[src/rtl/serial_borrow_subtractor.sv]
// Bit-serial ripple-borrow subtractor: D = a - b - bin, one bit per clock, LSB first.
// Per-bit borrows are exposed on Bout, mirroring the ripple-carry adder's carry vector.
module serial_borrow_subtractor #(
    parameter int unsigned SIZE = 4
) (
    input  logic            clk,
    input  logic            rst,
    input  logic            start,
    input  logic [SIZE-1:0] a,
    input  logic [SIZE-1:0] b,
    input  logic            bin,
    output logic            busy,
    output logic            done,
    output logic [SIZE-1:0] D,
    output logic [SIZE-1:0] Bout,
    output logic            bout
);

    localparam int unsigned     IdxW    = (SIZE > 1) ? $clog2(SIZE) : 1;
    localparam logic [IdxW-1:0] LastIdx = IdxW'(SIZE - 1);

    typedef enum logic {
        StIdle,
        StRun
    } state_e;

    state_e          state;
    logic [SIZE-1:0] ra;
    logic [SIZE-1:0] rb;
    logic            br;
    logic [IdxW-1:0] idx;

    logic x;
    logic y;
    logic diff;
    logic nb;

    // Full-subtractor cell for the bit currently selected by idx.
    always_comb begin
        x    = ra[idx];
        y    = rb[idx];
        diff = x ^ y ^ br;
        nb   = (~x & y) | (~x & br) | (y & br);
    end

    always_ff @(posedge clk or posedge rst) begin
        if (rst) begin
            state <= StIdle;
            ra    <= '0;
            rb    <= '0;
            br    <= 1'b0;
            idx   <= '0;
            busy  <= 1'b0;
            done  <= 1'b0;
            D     <= '0;
            Bout  <= '0;
        end else begin
            done <= 1'b0;
            unique case (state)
                StIdle: begin
                    if (start) begin
                        ra    <= a;
                        rb    <= b;
                        br    <= bin;
                        idx   <= '0;
                        D     <= '0;
                        Bout  <= '0;
                        busy  <= 1'b1;
                        state <= StRun;
                    end
                end
                StRun: begin
                    D[idx]    <= diff;
                    Bout[idx] <= nb;
                    br        <= nb;
                    idx       <= idx + 1'b1;
                    if (idx == LastIdx) begin
                        busy  <= 1'b0;
                        done  <= 1'b1;
                        state <= StIdle;
                    end
                end
                default: state <= StIdle;
            endcase
        end
    end

    assign bout = Bout[SIZE-1];

endmodule

[config.mk]
export PLATFORM = sky130hd
export DESIGN_NAME = serial_borrow_subtractor
export DESIGN_NICKNAME = d
export VERILOG_FILES = /design/src/rtl/serial_borrow_subtractor.sv
export SDC_FILE = /design/constraint.sdc
export NUM_CORES = 1
export LEC_CHECK = 0
export ABC_AREA = 1
export CORE_MARGIN = 1.5
export CORE_UTILIZATION = 25
export CTS_CLUSTER_SIZE = 20
export DETAILED_ROUTE_END_ITERATION = 10
export PLACE_DENSITY_LB_ADDON = 0.1
export SYNTH_ARGS = -nofsm -noshare
export SYNTH_HDL_FRONTEND = slang
export SYNTH_SLANG_ARGS = --single-unit
[constraint.sdc]
create_clock -name clk -period 1.85 [get_ports clk]
set_input_delay 0.185 -clock clk [delete_from_list [all_inputs] [get_ports clk]]
set_output_delay 0.185 -clock clk [all_outputs]
set_load 0.02 [all_outputs]
==> metrics.md, run 1 <==
| Metric | Value |
|---|---|
| Register area share after synthesis | `0.513` |
| Fraction of registers with async set/reset | `1.00` |
| Initial antenna violation count | `0` |
| Flop-to-flop setup slack | `between 150 and 200 ps` |
| CP top delay family | `flip-flops` |
| Maximum Capacitance Violations | `0` |
| Worst VDD drop | `~0.7 mV` |
| Worst-path clk slew | `roughly 80 ps` |
| Drt pass-1 iters | `4` |
| Worst Path Arrival | `1830 ps` |
| Max_slew headroom | `0.698` |
| Initial DRC count | `42` |
| Largest net degree at the start of global routing | `23` |
| DP Worst Slack | `between 100 and 150 ps` |
| Clock skew | `1.99 ps` |
| Crit path buf inv count | `2` |
| CP cell instances | `inv_2 -> nand2_1 -> nand3_1 -> nand2_1 -> fa_1 -> nand2_2 -> clkinv_1 -> nand2_1 -> nand2_1` |
| GR Overflow Total | `0` |
| CP max stage cell | `dfrtp_2` |
| Endpoints failing setup | `0` |
| Post-synth EDFFs | `0` |
| CTS tree | `yes` |
| Worst r2r dst | `Bout[1]$_DFFE_PP0P_` |
| First-pass GRT wire length | `4.19 mm` |
| Synth cell types | `18` |
| Detailed Place HPWL | `around 1.7 mm` |
| Cell taking the most area after synthesis | `dfrtp_1` |
| Leakage | `about 0.69 nW` |
| WS Path Type | `reg2reg` |
| Area Overhead vs Synth | `27.2%` |
| Clk buf depth | `2` |
| Tot GR Track Use | `0.121` |
| Fmax | `about 600 MHz` |
| Die width | `about 70 um` |
| Drt drc | `0` |
| Syn Inst Count | `~120` |
| Die height | `between 60 and 70 um` |
| Via count | `850` |
| Hold WC Path Type | `in2async` |
| Setup_tns | `0 ps` |
| Status | `finished, final reports clean` |
| Avg WL per Cell | `~12 um` |
| Least-Margin Pin Slew | `453 ps` |
| # port buffers | `22` |
| Crit start category | `register` |
| Total Nets Final | `roughly 160` |
| Crit path top cell by count | `nand2_1` |
| Inserted Clock Buffers | `3` |
| Power Density | `between 1500 and 2000 nW/um2` |
| Vias in the first global route | `between 800 and 900` |
| Syn Area/Cell | `a little under 9 um2` |
| Die ar. | `4690 um2` |
| Tcrit/Tclk final | `0.907` |
| Rows | `23` |
| Count of pins over their slew limit | `0` |
| Core Area | `4060 um2` |
| Required @ worst endpoint | `2010 ps` |
| Hold Violations, Final | `0` |
| Vias per inst | `about 4.4` |
| Layout cells sized above 1 | `0.0897` |
| Hold Buf Count CTS | `0` |
| I/O pin count | `23` |
| CP max stage delay | `480 ps` |
| Post-CTS setup buffers | `0` |
| Final min period | `~1700 ps` |
| Clock sinks | `22` |
| Post-synthesis cell area | `about 1100 um2` |
| Reg2reg path depth | `9` |
| Syn_nets | `140` |
| Reg2reg start | `idx[0]$_DFFE_PP0P_` |
| Synth Flop Type | `dfrtp_1` |
| Initial Utilization | `0.264` |
| Final WS setup | `roughly 170 ps` |
| Root Driver | `clkbuf_8` |
| Later-pin clock latency in the skew report | `around 260 ps` |
| CTS HTree Levels | `1` |
| RSZ-0062 raised after global routing | `no` |
| Final WL | `about 2.3 mm` |
| Critical path capture point type | `register` |
| Most numerous cell in the Yosys netlist | `nand2_1` |
| Commonest cells in the netlist | `nand2_1 (47), nand3_1 (25), dfrtp_1 (22), inv_1 (9), ha_1 (4)` |
| Synth top area share | `0.513` |
| Cts repair resizes | `0` |
| Diodes inserted | `0` |
| Largest cells by area after synthesis | `dfrtp_1 (51%), nand2_1 (16%), nand3_1 (12%)` |
| Largest fanout on the critical path | `9` |
| Synth Warn # | `0` |
| Placer congestion estimate | `0.827` |
| Remaining antenna violation count after routing | `0` |
| Synthesized flop and latch total | `22` |
## cell type report
class	instances	area [um2]
fill	440	2690
multi-input combinational	84	428
timing repair buffer	24	235
inverter	12	45.0
clock buffer	3	41.3
tap	50	62.6
sequential	22	552
## worst register-to-register path: stages, from the launching register on
cell and delay (ps):
dfrtp_2 480, inv_2 130, nand2_1 70, nand3_1 90
nand2_1 80, fa_1 430, nand2_2 110, clkinv_1 80
nand2_1 60, nand2_1 50
## per-layer routing
layer / GRT usage / share of wire / wire length, um / vias to the layer above
li1: - / - / - / 428
met5: 0 / 0 / 0 / -
met2: 0.206 / 0.48 / 1120 / 17
met1: 0.151 / 0.48 / 1100 / 405
met3: 0.0390 / 0.035 / 81 / 0
met4: 0.0225 / 0 / 0 / 0
## stage by stage
| step | area, um2 | power (W) | utilization | cells | hold WS, ps |
|---|---|---|---|---|---|
| 2_1_floorplan | 1070 | 0.00170 | - | 123 | 174 |
| 3_3_place_gp | 1320 | 0.00205 | 0.326 | 192 | 462 |
| 3_5_place_dp | 1320 | 0.00209 | 0.326 | 192 | 463 |
| 4_1_cts | 1360 | 0.00239 | 0.336 | 195 | 262 |
| 5_1_grt | 1360 | 0.00261 | 0.336 | 195 | 285 |
| 6_report | 1360 | 0.00235 | 0.336 | 195 | 254 |
## cells by family (layout without fill, tap and decap cells)
logic type / after synthesis / count (layout) / synth area share
AND/OR/NAND/NOR: 77 / 77 / 0.321
flip-flops: 22 / 22 / 0.513
buffers and inverters: 17 / 39 / 0.0875
adder cells (fa/ha/maj): 5 / 5 / 0.0653
AO/OA/AOI/OAI: 2 / 2 / 0.0128
## layout by cell type, fill, tap and decap left out, drive strengths merged
cell	n
dfrtp	22
o21ai	1
nor2	2
buf	2
clkbuf	3
a21oi	1
clkdlybuf4s50	22
nand3	26
clkinv	1
inv	11
nand2	49
ha	4
fa	1
## report_power, final
| part | internal [W] | switching [W] |
|---|---|---|
| combinational | 0.000477 | 0.000687 |
| clock | 0.000145 | 0.000152 |
| sequential | 0.000705 | 0.000182 |
| total | 0.00133 | 0.00102 |
## state kept, by name, summed over array words and instances (netlist names)
| register | count |
|---|---|
| busy | 1 |
| done | 1 |
| br | 1 |
| ra | 4 |
| Bout | 4 |
| state | 1 |
| D | 4 |
| idx | 2 |
| rb | 4 |
## worst max-delay path by stage
stage | startpoint | end | cells after the start
final | idx[0]$_DFFE_PP0P_ | Bout[1]$_DFFE_PP0P_ | 9
after detailed placement | idx[0]$_DFFE_PP0P_ | Bout[2]$_DFFE_PP0P_ | 9
after CTS | idx[0]$_DFFE_PP0P_ | Bout[1]$_DFFE_PP0P_ | 9
after global placement | idx[0]$_DFFE_PP0P_ | D[2]$_DFFE_PP0P_ | 8
after floorplan | idx[0]$_DFFE_PP0P_ | Bout[1]$_DFFE_PP0P_ | 9
after global routing | idx[0]$_DFFE_PP0P_ | Bout[2]$_DFFE_PP0P_ | 9
(Power assumes the default switching activity.)
==> inputs of run 2 (changes only) <==
- CTS_CLUSTER_DIAMETER: unset -> 80
==> results of run 2 <==
Same layout as run 1: the final DEF is identical, and so are final timing and power.
